### config.mk
export PLATFORM = sky130hd
export DESIGN_NAME = car_signal_ctrl
export DESIGN_NICKNAME = d
export VERILOG_FILES = /design/src/rtl/car_signal_ctrl.sv
export SDC_FILE = /design/constraint.sdc
export NUM_CORES = 1
export LEC_CHECK = 0
export CAP_MARGIN = 20
export CORE_ASPECT_RATIO = 1.25
export CORE_MARGIN = 2
export CORE_UTILIZATION = 40
export CTS_CLUSTER_SIZE = 24
export DETAILED_ROUTE_END_ITERATION = 10
export PLACE_DENSITY = 0.54
export SYNTH_ARGS = -nofsm -noshare
export SYNTH_HDL_FRONTEND = slang
export SYNTH_SLANG_ARGS = --single-unit
### constraint.sdc
create_clock -name clk -period 3.95 [get_ports clk]
set_clock_uncertainty 0.05 [all_clocks]
set_input_delay 0.79 -clock clk [delete_from_list [all_inputs] [get_ports clk]]
set_output_delay 0.79 -clock clk [all_outputs]
set_load 0.01 [all_outputs]
### src/rtl/car_signal_ctrl.sv
`default_nettype none
// ==================================================================
// car_signal_ctrl: debounced hazard/turn/brake sequencing for car_led
// Revision 1.0
// ==================================================================
module car_signal_ctrl #(
    parameter int DEB_CYC = 4,
    parameter int TIMEOUT = 20
) (
    input  logic clk,
    input  logic reset,
    input  logic hazard_btn,
    input  logic stalk_left,
    input  logic stalk_right,
    input  logic brake_pedal,
    output logic emergency,
    output logic left,
    output logic right,
    output logic brake,
    output logic auto_cancel
);

    localparam int c_CNT_W = $clog2(DEB_CYC + 1);
    localparam int c_TMR_W = $clog2(TIMEOUT);

    typedef enum logic [1:0] {
        ST_IDLE     = 2'd0,
        ST_LEFT     = 2'd1,
        ST_RIGHT    = 2'd2,
        ST_WAIT_REL = 2'd3
    } state_t;

    // Bit 0 hazard, bit 1 left stalk, bit 2 right stalk.
    logic [2:0] w_raw;
    logic [2:0] w_db;
    logic [2:0] r_db_prev;
    logic [2:0] w_rise;

    assign w_raw  = {stalk_right, stalk_left, hazard_btn};
    assign w_rise = w_db & ~r_db_prev;

    generate
        for (genvar g = 0; g < 3; g++) begin : g_deb
            logic               r_db_bit;
            logic [c_CNT_W-1:0] r_cnt;

            always_ff @(posedge clk) begin
                if (!reset) begin
                    r_db_bit <= 1'b0;
                    r_cnt    <= '0;
                end else if (w_raw[g] == r_db_bit) begin
                    r_cnt <= '0;
                end else if (r_cnt == c_CNT_W'(DEB_CYC - 1)) begin
                    r_db_bit <= w_raw[g];
                    r_cnt    <= '0;
                end else begin
                    r_cnt <= r_cnt + 1'b1;
                end
            end

            assign w_db[g] = r_db_bit;
        end
    endgenerate

    state_t               r_state;
    state_t               w_next_state;
    logic [c_TMR_W-1:0]   r_timer;
    logic [c_TMR_W-1:0]   w_next_timer;
    logic                 r_wait_left;
    logic                 w_next_wait_left;
    logic                 w_cancel;
    logic                 r_hazard_on;
    logic                 r_left;
    logic                 r_right;
    logic                 r_brake;
    logic                 r_auto_cancel;

    logic w_rise_haz;
    logic w_rise_l;
    logic w_rise_r;
    logic w_db_l;
    logic w_db_r;

    assign w_rise_haz = w_rise[0];
    assign w_rise_l   = w_rise[1];
    assign w_rise_r   = w_rise[2];
    assign w_db_l     = w_db[1];
    assign w_db_r     = w_db[2];

    always_comb begin
        w_next_state     = r_state;
        w_next_timer     = r_timer;
        w_next_wait_left = r_wait_left;
        w_cancel         = 1'b0;
        // Any hazard toggle, or hazard already on, parks the turn logic.
        if (r_hazard_on || w_rise_haz) begin
            w_next_state = ST_IDLE;
            w_next_timer = '0;
        end else begin
            case (r_state)
                ST_IDLE: begin
                    if (w_rise_l && !w_db_r) begin
                        w_next_state = ST_LEFT;
                        w_next_timer = '0;
                    end else if (w_rise_r && !w_db_l) begin
                        w_next_state = ST_RIGHT;
                        w_next_timer = '0;
                    end
                end
                ST_LEFT: begin
                    if (w_rise_r) begin
                        w_next_state = ST_RIGHT;
                        w_next_timer = '0;
                    end else if (!w_db_l) begin
                        w_next_state = ST_IDLE;
                    end else if (r_timer == c_TMR_W'(TIMEOUT - 1)) begin
                        w_next_state     = ST_WAIT_REL;
                        w_next_wait_left = 1'b1;
                        w_cancel         = 1'b1;
                    end else begin
                        w_next_timer = r_timer + 1'b1;
                    end
                end
                ST_RIGHT: begin
                    if (w_rise_l) begin
                        w_next_state = ST_LEFT;
                        w_next_timer = '0;
                    end else if (!w_db_r) begin
                        w_next_state = ST_IDLE;
                    end else if (r_timer == c_TMR_W'(TIMEOUT - 1)) begin
                        w_next_state     = ST_WAIT_REL;
                        w_next_wait_left = 1'b0;
                        w_cancel         = 1'b1;
                    end else begin
                        w_next_timer = r_timer + 1'b1;
                    end
                end
                ST_WAIT_REL: begin
                    // Only the opposite stalk may restart from here.
                    if (r_wait_left && w_rise_r) begin
                        w_next_state = ST_RIGHT;
                        w_next_timer = '0;
                    end else if (!r_wait_left && w_rise_l) begin
                        w_next_state = ST_LEFT;
                        w_next_timer = '0;
                    end else if (!w_db_l && !w_db_r) begin
                        w_next_state = ST_IDLE;
                    end
                end
                default: begin
                    w_next_state = ST_IDLE;
                    w_next_timer = '0;
                end
            endcase
        end
    end

    always_ff @(posedge clk) begin
        if (!reset) begin
            r_state       <= ST_IDLE;
            r_timer       <= '0;
            r_wait_left   <= 1'b0;
            r_db_prev     <= '0;
            r_hazard_on   <= 1'b0;
            r_left        <= 1'b0;
            r_right       <= 1'b0;
            r_brake       <= 1'b0;
            r_auto_cancel <= 1'b0;
        end else begin
            r_state       <= w_next_state;
            r_timer       <= w_next_timer;
            r_wait_left   <= w_next_wait_left;
            r_db_prev     <= w_db;
            r_hazard_on   <= r_hazard_on ^ w_rise_haz;
            r_left        <= (w_next_state == ST_LEFT);
            r_right       <= (w_next_state == ST_RIGHT);
            r_brake       <= brake_pedal;
            r_auto_cancel <= w_cancel;
        end
    end

    assign emergency   = r_hazard_on;
    assign left        = r_left;
    assign right       = r_right;
    assign brake       = r_brake;
    assign auto_cancel = r_auto_cancel;

endmodule
`default_nettype wire

### Word-level counts from Yosys, hierarchy flattened

Cells that the tools add are included.

* register bits after elaboration: 28
* bits of input ports: 6
* output and inout bits: 5
* word-level logic and storage cells: 104

* add/subtract/negate cells: 4
* equal/unequal tests: 22
* multiplexer cells: 35
* bitwise logic cells: 8
* reductions and logical operators: 20

Operators by type and width (number)
* two-way mux 5 bit: 9
* two-way mux 2 bit: 11
* case mux 5 bit (4 select lines): 1
* != test 2 bit, second input constant: 6
* != test 3 bit, second input constant: 4
* two-way mux 1 bit: 11
* adder 3 x 1 -> 3 bit, second input constant: 3
* equality test 3 x 2 -> 1 bit, second input constant: 3
* OR reduction 3 bit: 3
* case mux 2 bit (4 select lines): 1
* AND reduction 8 bit: 1
* equality test 2 bit, second input constant: 3
* AND reduction 2 bit: 3
* adder 5 x 1 -> 5 bit, second input constant: 1
* equality test 5 bit, second input constant: 1
* logical AND 1 bit: 5
* inverter 1 bit: 5
* equality test 2 x 1 -> 1 bit, second input constant: 2
* case mux 1 bit (2 select lines): 2
* AND reduction 4 bit: 1
* AND 3 bit: 1
* equality test 1 bit: 3
* logical NOT 1 bit: 3
* inverter 3 bit: 1
* 5 further kinds: 5

### Depth between registers and ports, before layout

Gate-level depths: netlist of the first run.

* depth in word-level cells: 8
* depth in mapped cells: 8
* depth with buffers taken out: 7

### Worst setup path after synthesis of the first run

Ideal clock, no wire load.

* kind: register to register
* start point: register r_state[1]
* end point: register r_timer[3]
* setup time: 70 ps
* arrival time: 1890 ps
* data required time: 3830 ps
* path slack: 1940 ps
* stages on the path, launching flop included: 9
* buffers on the path: 1
* clock period less this slack: 2010 ps
* cells stage by stage: dfxtp_1 inv_1 ha_1 clkbuf_1 nor3_1 or3_1 o2111ai_4 or4_1 a21oi_1

* cells in the longest elaborated chain, start to end: 3
* elaborated cells on any way between the ends: 10
* those cells by class: eq/ne: 7; mux: 1; reduce/logical: 2

RTL lines
* from (decl): line 65 `state_t r_state;`
* from (signal assigned): line 170 `r_state <= w_next_state;`
* equality test 2 bit, or another cell as far along: line 100 `case (r_state)`
* != test 3 bit (no line)
* AND reduction 4 bit (no line)
* to (signal assigned): line 171 `r_timer <= w_next_timer;`
* to (decl): line 67 `logic [c_TMR_W-1:0] r_timer;`

Parallel ways exist; a longest one is shown, timed or not.
A chain may end at the register's enable or synchronous reset.

### Final worst setup path of the first run

* start point: register r_state[0]
* end point: register r_timer[3]

Same word-level chain as after synthesis.

==> out/results.ini, run 1 <==
[clock_network]
cts-root-buf = sky130_fd_sc_hd__clkbuf_8
clkSinkCount = 28
numCtsBuffers = 3
cts_resized = 0
clk_pin_slew_worst_paths_ns = 0.10
htreeDepth = 1
worst_skew_pair.late_latency_ns = 0.28
cts_hold_buf = 0
clock_tree_from_tritoncts = yes
cts-root-to-sink-buffers = 2
post_cts.repair.setup_buffers = 0

[placed_design]
buffer_ports.inserted = 10
dp_slack_ns = 1.541
post-dp-hpwl_um = 2098
globalplace.congestion = 0.8378

[setup_path]
critical_path.max_fanout = 10
cp-end-kind = flop
worstPathArrival_ns = 2.43
cp_data_required_time_ns = 4.11
startpoint_type = flop
critical_path_class = reg2reg

[sta]
totalNegativeSetupSlack_ns = 0
rsz0062_at_grt = no
relative_slew_slack = 0.5454
finalWorstPathRequiredPeriod_ns = 2.271
max_freq_mhz = 440.4
timing_hold_violations_final = 0
hold_slack_ns = 0.3721
worstMarginPinSlew_ns = 0.6818
timing.final.crit_share = 0.5748
final_max_slew_viol_count = 0
postLayoutSetupSlackWorst_ns = 1.679
timing.final.setup_violations = 0

[floorplan]
initial_cell_density_of_the_core = 0.4202
io_pins = 11
floorplan.die.height_um = 71.93
chipWidth_um = 58.34
die_area_um2 = 4196
floorplan.core_area_um2 = 3513
num_rows = 24

[route]
avgRoutedWirePerCell_um = 13.22
drt-pass1-iter-count = 5
drc_errors = 0
initialDrtViolationCount = 32
route.final.wire_length_um = 2816
drt.antenna.violating_nets = 0
via_per_inst = 5.582
via_count = 1189

[flow_run]
drv_cap = 0

[cells_and_area]
post_route_cells_drive_above_1_share = 0.05172
growth_of_design_area_from_synthesis_to_finish_pct = 13.90
area_of_the_multi_input_gates_um2 = 859.6
finish.net_count = 194
area_occupied_by_registers_um2 = 560.5
layout.filler_cells = 341
antenna_cells = 0

[logic_synthesis]
number_of_flip_flops_and_latches_in_the_synthesized_netlist = 28
ys.warnings.count = 0
syn-instance-count = 164
post_synth_design_cell_area_um2 = 1476
synth_fp_nets = 183
ys_seq_area_frac = 0.3797
netlist-cell-type-count = 39
syn-mean-instance-area_um2 = 9.003

[global_route]
grt_remaining_overflow = 0
first_pass_grt_wire_length_um = 4850
grt_usage = 0.1469
grt_max_degree = 17
grt_antenna_before_repair = 0
vias_in_the_first_global_route = 1124

[pwr]
leakage_nw = 0.6302
powerDensity_nw_per_um2 = 355.1
irDropWorstVdd_mv = 0.2815

[min_path]
hp-class = reg2reg

[status]
outcome = complete, no violations

-- cell usage after synthesis --
cell	number	area [um2]
sky130_fd_sc_hd__nor2_1	17	63.81
sky130_fd_sc_hd__a21boi_0	1	7.510
sky130_fd_sc_hd__o21ai_0	3	15.01
sky130_fd_sc_hd__nand4bb_1	1	11.26
sky130_fd_sc_hd__o211ai_2	1	12.51
sky130_fd_sc_hd__a21o_1	2	15.01
sky130_fd_sc_hd__a22oi_1	1	7.510
sky130_fd_sc_hd__nand2b_1	4	25.02
sky130_fd_sc_hd__o21bai_1	1	7.510
sky130_fd_sc_hd__a41o_1	1	10.01
sky130_fd_sc_hd__mux2i_1	4	40.04
sky130_fd_sc_hd__nand3b_1	6	45.04
sky130_fd_sc_hd__nand2_1	5	18.77
sky130_fd_sc_hd__and4bb_2	1	12.51
sky130_fd_sc_hd__o21a_1	3	22.52
sky130_fd_sc_hd__clkbuf_1	4	15.01
sky130_fd_sc_hd__ha_1	13	162.7
sky130_fd_sc_hd__nand2b_2	1	8.760
sky130_fd_sc_hd__or4_1	3	22.52
sky130_fd_sc_hd__o2bb2ai_1	1	8.760
sky130_fd_sc_hd__a22o_1	2	17.52
sky130_fd_sc_hd__and2_1	7	43.79
sky130_fd_sc_hd__o211ai_1	2	15.01
sky130_fd_sc_hd__nor3_1	2	10.01
sky130_fd_sc_hd__inv_2	1	3.750
sky130_fd_sc_hd__o22ai_1	1	6.260
sky130_fd_sc_hd__a32o_1	1	10.01
sky130_fd_sc_hd__a32oi_1	2	17.52
sky130_fd_sc_hd__a21oi_1	8	40.04
sky130_fd_sc_hd__nand4_1	1	6.260
sky130_fd_sc_hd__or3_1	1	6.260
sky130_fd_sc_hd__nand3_1	11	55.05
sky130_fd_sc_hd__nor2b_1	7	43.79
sky130_fd_sc_hd__xor2_1	3	26.28
sky130_fd_sc_hd__o21ai_1	2	10.01
sky130_fd_sc_hd__dfxtp_1	28	560.5
sky130_fd_sc_hd__o2111ai_4	1	26.28
sky130_fd_sc_hd__and4_1	1	8.760
sky130_fd_sc_hd__inv_1	10	37.54
-- report_power, final --
part / leakage (nW) / internal (mW) / switching [mW]
clock: 0.0357 / 0.136 / 0.0920
combinational: 0.368 / 0.0327 / 0.0369
sequential: 0.227 / 0.291 / 0.00902
-- state kept, by name, indices dropped and copies added, names as in the netlist, 2 cells and up --
register / flops
g_deb.r_cnt: 9
g_deb.r_db_bit: 3
r_db_prev: 3
r_state: 2
r_timer: 5
-- worst paths after layout --
kind                          start           endpoint  slack (ns)  cells past startpoint
setup / recovery         r_state[0]         r_timer[3]        1.68                      7
hold / removal    g_deb[2].r_cnt[0]  g_deb[2].r_cnt[0]        0.37                      1
setup reg to reg         r_state[0]         r_timer[3]        1.68                      7
hold reg to reg   g_deb[2].r_cnt[0]  g_deb[2].r_cnt[0]        0.37                      1
-- metrics by stage --
step                      utilization  cell area (um2)  power (mW)  instances
after floorplan                     -             1476      0.3539        164
after global placement         0.4583             1610      0.3745        209
after detailed placement       0.4583             1610      0.3761        209
after CTS                      0.4786             1682      0.6053        213
after global routing           0.4786             1682      0.6231        213
final                          0.4786             1682      0.5971        213
-- cell families (layout without fill, tap and decap cells) --
kind of cell,count (synthesis),in the layout,share of synthesized area
buffers and inverters,15,25,0.03813
XOR/XNOR,3,3,0.01780
adder cells (fa/ha/maj),13,13,0.1102
AO/OA/AOI/OAI,33,33,0.1687
flip-flops,28,28,0.3797
multiplexers,4,4,0.02712
AND/OR/NAND/NOR,68,68,0.2585
-- cell usage in the layout, fill, tap and decap left out, types with 4 or more instances in the layout --
cell and n:
sky130_fd_sc_hd__a21oi_1 8, sky130_fd_sc_hd__and2_1 7, sky130_fd_sc_hd__clkdlybuf4s50_1 10, sky130_fd_sc_hd__dfxtp_1 28
sky130_fd_sc_hd__ha_1 13, sky130_fd_sc_hd__inv_1 10, sky130_fd_sc_hd__mux2i_1 4, sky130_fd_sc_hd__nand2_1 5
sky130_fd_sc_hd__nand2b_1 4, sky130_fd_sc_hd__nand3_1 11, sky130_fd_sc_hd__nand3b_1 6, sky130_fd_sc_hd__nor2_1 17
sky130_fd_sc_hd__nor2b_1 7
-- area by class of cell --
type                    instances  area share
clock buffers                   3     0.02455
clock inverters                 1     0.01786
inverters                      11     0.02455
multi-input cells             121      0.5112
flip-flops and latches         28      0.3333
well taps                      39     0.02902
repair buffers                 10     0.05952
-- worst max-delay path, stage by stage (launching register included) --
cell and delay [ns]:
sky130_fd_sc_hd__dfxtp_1 0.46, sky130_fd_sc_hd__inv_1 0.14, sky130_fd_sc_hd__ha_1 0.32, sky130_fd_sc_hd__nor3_1 0.19
sky130_fd_sc_hd__or3_1 0.17, sky130_fd_sc_hd__o2111ai_4 0.21, sky130_fd_sc_hd__or4_1 0.51, sky130_fd_sc_hd__a21oi_1 0.15
-- routing by layer --
metal,wire length [um],global-route usage
met1,1267,0.1829
met4,58,0.06202
met2,1427,0.2497
met5,0,0
met3,62,0.02139
(Power assumes the default switching activity.)
==> run 2: changes to the inputs <==
--- a/config.mk
+++ b/config.mk
@@ -11,7 +11,7 @@
 export CORE_UTILIZATION = 40
 export CTS_CLUSTER_SIZE = 24
 export DETAILED_ROUTE_END_ITERATION = 10
-export PLACE_DENSITY = 0.54
+export PLACE_DENSITY = 0.56
 export SYNTH_ARGS = -nofsm -noshare
 export SYNTH_HDL_FRONTEND = slang
 export SYNTH_SLANG_ARGS = --single-unit
==> constraint.sdc (replaced) <==
create_clock -name clk -period 1.9 [get_ports clk]
set_clock_uncertainty 0.05 [all_clocks]
set_input_delay 0.38 -clock clk [delete_from_list [all_inputs] [get_ports clk]]
set_output_delay 0.38 -clock clk [all_outputs]
set_load 0.01 [all_outputs]
==> run 2 against run 1 <==
Against the previous run: setup slack worse by 1.6 ns; wire length increased by 11%; critical path type unchanged; power is 100% higher; highest routed layer unchanged; final area is 11% higher; die area unchanged; critical endpoint is now r_timer[4].
==> out/results.ini, run 2 (synthesis results as in run 1) <==
[route]
drt-pass1-iter-count = 4
initialDrtViolationCount = 30
drt.antenna.violating_nets = 0
avgRoutedWirePerCell_um = 13.61
drc_errors = 0
via_per_inst = 5.491
route.final.wire_length_um = 3130
via_count = 1263

[floorplan]
floorplan.die.height_um = 71.93
io_pins = 11
die_area_um2 = 4196
num_rows = 24
initial_cell_density_of_the_core = 0.4202
floorplan.core_area_um2 = 3513
chipWidth_um = 58.34

[setup_path]
r2r_slack_ns = 0.03
critical_path_class = reg2reg
cp_data_required_time_ns = 2.07
startpoint_type = flop
worstPathArrival_ns = 2.03
cp-end-kind = flop
critical_path.max_fanout = 6

[pwr]
powerDensity_nw_per_um2 = 641.8
irDropWorstVdd_mv = 0.4080
leakage_nw = 0.7137

[sta]
relative_slew_slack = 0.7267
postLayoutSetupSlackWorst_ns = 0.03360
final_max_slew_viol_count = 0
timing.final.setup_violations = 0
timing.final.crit_share = 0.9823
max_freq_mhz = 535.8
finalWorstPathRequiredPeriod_ns = 1.866
worstMarginPinSlew_ns = 0.4099
totalNegativeSetupSlack_ns = 0
timing_hold_violations_final = 0
rsz0062_at_grt = yes

[cells_and_area]
antenna_cells = 0
layout.filler_cells = 323
post_route_cells_drive_above_1_share = 0.2147
mostFrequentLayoutCells = sky130_fd_sc_hd__dfxtp_1, sky130_fd_sc_hd__nor2_1, sky130_fd_sc_hd__buf_4
final_common_cell = sky130_fd_sc_hd__dfxtp_1
biggestRegsByFlops = g_deb.r_cnt: 9 flops, r_timer: 5 flops
largest_register_ffs = 9
finish.net_count = 211
largest_register = g_deb.r_cnt
post-route-util = 0.5299
growth_of_design_area_from_synthesis_to_finish_pct = 26.10
layout.cells.non_filler = 230

[global_route]
grt_max_degree = 16
grt_usage = 0.1680
grt_remaining_overflow = 0
grt_antenna_before_repair = 0
vias_in_the_first_global_route = 1253
first_pass_grt_wire_length_um = 5444

[status]
outcome = complete, no violations

[placed_design]
globalplace.congestion = 0.8175
dp_slack_ns = -0.03924
post-dp-hpwl_um = 2333
buffer_ports.inserted = 10
placed_cells_incl_taps = 224

[clock_network]
cts-root-to-sink-buffers = 2
worst_skew_pair.late_latency_ns = 0.28
cts_hold_buf = 0
clk_pin_slew_worst_paths_ns = 0.09
clock_tree_from_tritoncts = yes
numCtsBuffers = 3
clkSinkCount = 28
cts-root-buf = sky130_fd_sc_hd__clkbuf_8
htreeDepth = 1

[flow_run]
drv_cap = 0

[min_path]
hp-class = reg2reg

==> run 2: critical path: stages, from the launching register on <==
cell	delay (ns)
sky130_fd_sc_hd__dfxtp_2	0.35
sky130_fd_sc_hd__buf_6	0.13
sky130_fd_sc_hd__ha_4	0.15
sky130_fd_sc_hd__nor3_2	0.17
sky130_fd_sc_hd__or3_4	0.15
sky130_fd_sc_hd__o2111ai_4	0.17
sky130_fd_sc_hd__or4_1	0.49
sky130_fd_sc_hd__a21oi_2	0.15
==> run 2: metal layers <==
layer / vias to the layer above / share of wire / track usage
met1: 602 / 0.42 / 0.1877
met5: - / 0 / 0
met2: 21 / 0.52 / 0.2971
li1: 634 / - / -
met4: 0 / 0.029 / 0.09302
met3: 6 / 0.024 / 0.02674
==> run 2: repair_timing <==
action                                  CTS  global route
pin swaps                                 3             5
setup buffers                             0             2
gates resized for setup                   1            14
endpoints found under the setup margin    4             5
==> run 2: layout make-up <==
cell class,instances,area [um2],share of cell area
Multi-Input combinational cell,121,920.9,0.4946
Inverter,11,41.29,0.02218
Timing Repair Buffer,27,231.5,0.1243
Clock buffer,4,55.05,0.02957
Tap cell,39,48.80,0.02621
Sequential cell,28,564.3,0.3031
==> run 2: power breakdown <==
part | total (mW) | leakage, nW | internal (mW) | switching, mW
Clock | 0.371 | 0.0288 | 0.186 | 0.185
Sequential | 0.619 | 0.228 | 0.605 | 0.0139
Combinational | 0.205 | 0.456 | 0.107 | 0.0973
Total | 1.19 | 0.714 | 0.898 | 0.296
==> run 2: final timing paths <==
kind / startpoint / endpoint / depth (start not counted)
hold reg to reg: g_deb[1].r_cnt[0] / g_deb[1].r_cnt[0] / 1
setup reg to reg: r_state[1] / r_timer[4] / 7
setup / recovery: r_state[1] / r_timer[4] / 7
hold / removal: g_deb[1].r_cnt[0] / g_deb[1].r_cnt[0] / 1
==> run 2: per-stage QoR <==
step | power, mW | area [um2] | hold WS [ns]
after floorplan | 0.7382 | 1483 | 0.3492
after global placement | 0.8007 | 1728 | 0.3560
after detailed placement | 0.8040 | 1728 | 0.3659
after CTS | 1.178 | 1790 | 0.3800
after global routing | 1.257 | 1862 | 0.4111
final | 1.195 | 1862 | 0.3751
==> run 3: changes to the inputs <==
--- a/config.mk
+++ b/config.mk
@@ -5,12 +5,15 @@
 export SDC_FILE = /design/constraint.sdc
 export NUM_CORES = 1
 export LEC_CHECK = 0
+export ABC_AREA = 1
 export CAP_MARGIN = 20
 export CORE_ASPECT_RATIO = 1.25
 export CORE_MARGIN = 2
 export CORE_UTILIZATION = 40
 export CTS_CLUSTER_SIZE = 24
 export DETAILED_ROUTE_END_ITERATION = 10
+export GPL_TIMING_DRIVEN = 0
+export MAX_ROUTING_LAYER = met4
 export PLACE_DENSITY = 0.56
 export SYNTH_ARGS = -nofsm -noshare
 export SYNTH_HDL_FRONTEND = slang
==> run 3 against run 2 <==
Against the previous run: maximum frequency up 10%; non-clock buffer count decreased by 14; critical path depth rose by 3; synthesized area increased by 3.9%; worst hold slack better by 0.0011 ns; register-to-register slack better by 0.17 ns; utilization fell by 5.8 points; flip-flop and latch count stayed put; power is 58% higher; clock power rose by 26%; wire length down 13%; combinational power rose to 3.5 times the previous value; critical path type unchanged; critical endpoint is now r_timer[3]; largest cell class unchanged; highest routed layer unchanged.
==> out/results.ini, run 3 <==
[status]
outcome = complete, no violations

[floorplan]
chipWidth_um = 59.39
floorplan.core_area_um2 = 3722
initial_cell_density_of_the_core = 0.4121
num_rows = 25
io_pins = 11
die_area_um2 = 4349
floorplan.die.height_um = 73.24

[logic_synthesis]
ys_seq_area_frac = 0.3654
post_synth_design_cell_area_um2 = 1534
synth.cells.most_frequent = sky130_fd_sc_hd__inv_1, sky130_fd_sc_hd__nand2_1, sky130_fd_sc_hd__dfxtp_1, sky130_fd_sc_hd__nor2_1, sky130_fd_sc_hd__nand3_1
syn-mean-instance-area_um2 = 7.168
synth.most_common_cell = sky130_fd_sc_hd__inv_1
synth_fp_nets = 233
synth_enable_flop_cells = 0
most_used_flip_flop_cell_after_synthesis = sky130_fd_sc_hd__dfxtp_1
ys.warnings.count = 0
synth_top_area_frac = 0.3654
yosysTopAreaCell = sky130_fd_sc_hd__dfxtp_1
syn-instance-count = 214
number_of_flip_flops_and_latches_in_the_synthesized_netlist = 28
yosys-top-cells-area = sky130_fd_sc_hd__dfxtp_1, sky130_fd_sc_hd__ha_1, sky130_fd_sc_hd__inv_1
asyncSetResetFlopFracSynth = 0
netlist-cell-type-count = 22

[min_path]
hp-class = reg2reg
depth_of_the_worst_hold_timing_path = 1

[cells_and_area]
mostFrequentLayoutCells = sky130_fd_sc_hd__inv_1, sky130_fd_sc_hd__nand2_1, sky130_fd_sc_hd__nor2_1, sky130_fd_sc_hd__dfxtp_1, sky130_fd_sc_hd__nand3_1
biggestRegsByFlops = g_deb.r_cnt: 9 flops, r_timer: 5 flops
finish.net_count = 248
finished_cell_area_um2 = 1755
layout.filler_cells = 375
largest_register = g_deb.r_cnt
post_route_cells_drive_above_1_share = 0.09649
largest_register_ffs = 9
final_common_cell = sky130_fd_sc_hd__inv_1
antenna_cells = 0
growth_of_design_area_from_synthesis_to_finish_pct = 14.44

[pwr]
p_sw_mw = 0.6537
clock_power_share = 0.249
seqPwrFrac = 0.373
p_sw_frac = 0.3470
powerDensity_nw_per_um2 = 1073
leakage_nw = 0.8243
irDropWorstVdd_mv = 0.5288
comb_power_share = 0.378
cell_internal_pwr_mw = 1.230

[setup_path]
startpoint_type = flop
critPathMaxStageDelay_ns = 0.37
critPathTopFamily = simple AND/OR/NAND/NOR gates
cp_data_required_time_ns = 2.03
cp_cell_sequence = inv_1 -> ha_1 -> inv_1 -> nor2_1 -> nand2_1 -> nand2_2 -> nor2_4 -> nand2_2 -> o21ai_0 -> nor2_1
path_buf_inv = 2
worstPathArrival_ns = 1.82
cp-end-kind = flop
critical_path.max_fanout = 6
ff2ff_path_depth = 10
timing.critical_path.depth = 10
critical_path_class = reg2reg
cell_type_of_the_slowest_stage_on_the_worst_timing_path = sky130_fd_sc_hd__dfxtp_1

[sta]
worstMarginPinSlew_ns = 0.3943
final_max_slew_viol_count = 0
totalNegativeSetupSlack_ns = 0
timing.final.setup_violations = 0
timing.final.crit_share = 0.8931
rsz0062_at_grt = no
max_freq_mhz = 589.3
relative_slew_slack = 0.7363
timing_hold_violations_final = 0
finalWorstPathRequiredPeriod_ns = 1.697

[clock_network]
clkSinkCount = 28
cts-root-to-sink-buffers = 2
numCtsBuffers = 3
worst_skew_pair.late_latency_ns = 0.28
htreeDepth = 1
clk_pin_slew_worst_paths_ns = 0.10
cts-root-buf = sky130_fd_sc_hd__clkbuf_8
cts_hold_buf = 0
cts_resized = 0
post_cts.repair.setup_buffers = 0
clock_tree_from_tritoncts = yes

[route]
avgRoutedWirePerCell_um = 10.12
initialDrtViolationCount = 47
drc_errors = 0
drt-pass1-iter-count = 4
via_per_inst = 4.668
route.final.wire_length_um = 2712
via_count = 1251
drt.antenna.violating_nets = 0

[global_route]
grt_antenna_before_repair = 0
first_pass_grt_wire_length_um = 4733
grt_max_degree = 17
vias_in_the_first_global_route = 1162
grt_remaining_overflow = 0
grt_usage = 0.1447

[placed_design]
post-dp-hpwl_um = 2135
placed_area_um2 = 1684
globalplace.congestion = 0.8287
buffer_ports.inserted = 10

[flow_run]
drv_cap = 0

run 3: layout make-up:
cell class	instances	area, um2	area share
Buffer	3	27.53	0.01568
Clock buffer	3	41.29	0.02352
Clock inverter	1	30.03	0.01711
Inverter	44	170.2	0.09694
Multi-Input combinational cell	139	775.7	0.4419
Sequential cell	28	560.5	0.3193
Tap cell	40	50.05	0.02851
Timing Repair Buffer	10	100.1	0.05702
run 3: worst paths after layout:
path | end | slack (ns) | startpoint
min | g_deb[1].r_cnt[0] | 0.38 | g_deb[1].r_cnt[0]
max | r_timer[3] | 0.20 | r_state[1]
max reg2reg | r_timer[3] | 0.20 | r_state[1]
min reg2reg | g_deb[1].r_cnt[0] | 0.38 | g_deb[1].r_cnt[0]
run 3: through the flow:
step	total power, mW	hold WS (ns)	setup WS [ns]	std cells	util
finish	1.884	0.3762	0.2032	268	0.4716
global route	2.054	0.3871	0.05174	268	0.4716
CTS	1.911	0.3825	0.2153	268	0.4716
detailed placement	1.431	0.3612	0.2181	264	0.4524
global placement	1.431	0.3595	0.2256	264	0.4524
floorplan	1.280	0.3492	0.4240	214	-
run 3: metal layers:
| layer | GRT usage | wire length, um |
|---|---|---|
| met5 | - | 0 |
| met4 | 0.06061 | 55 |
| met3 | 0.02128 | 49 |
| met2 | 0.2576 | 1332 |
| met1 | 0.1559 | 1275 |
run 3: worst reg2reg max path: stages, from the launching register on:
cell and delay [ns]:
sky130_fd_sc_hd__dfxtp_1 0.37, sky130_fd_sc_hd__inv_1 0.12, sky130_fd_sc_hd__ha_1 0.26, sky130_fd_sc_hd__inv_1 0.09
sky130_fd_sc_hd__nor2_1 0.05, sky130_fd_sc_hd__nand2_1 0.07, sky130_fd_sc_hd__nand2_2 0.08, sky130_fd_sc_hd__nor2_4 0.17
sky130_fd_sc_hd__nand2_2 0.07, sky130_fd_sc_hd__o21ai_0 0.18, sky130_fd_sc_hd__nor2_1 0.07
run 3: cell families after synthesis:
group | synth area share
adders and majority gates | 0.1060
and+or+nand+nor | 0.3067
buffers and inverters | 0.1289
DFF | 0.3654
AOI/OAI and AO/OA | 0.09298
run 3: power groups by stage:
stage / clock network, mW / registers, mW / logic (mW)
2_1_floorplan: 0 / 0.716 / 0.564
3_3_place_gp: 0 / 0.717 / 0.714
3_5_place_dp: 0 / 0.716 / 0.714
4_1_cts: 0.490 / 0.704 / 0.718
5_1_grt: 0.512 / 0.716 / 0.827
6_report: 0.469 / 0.703 / 0.712
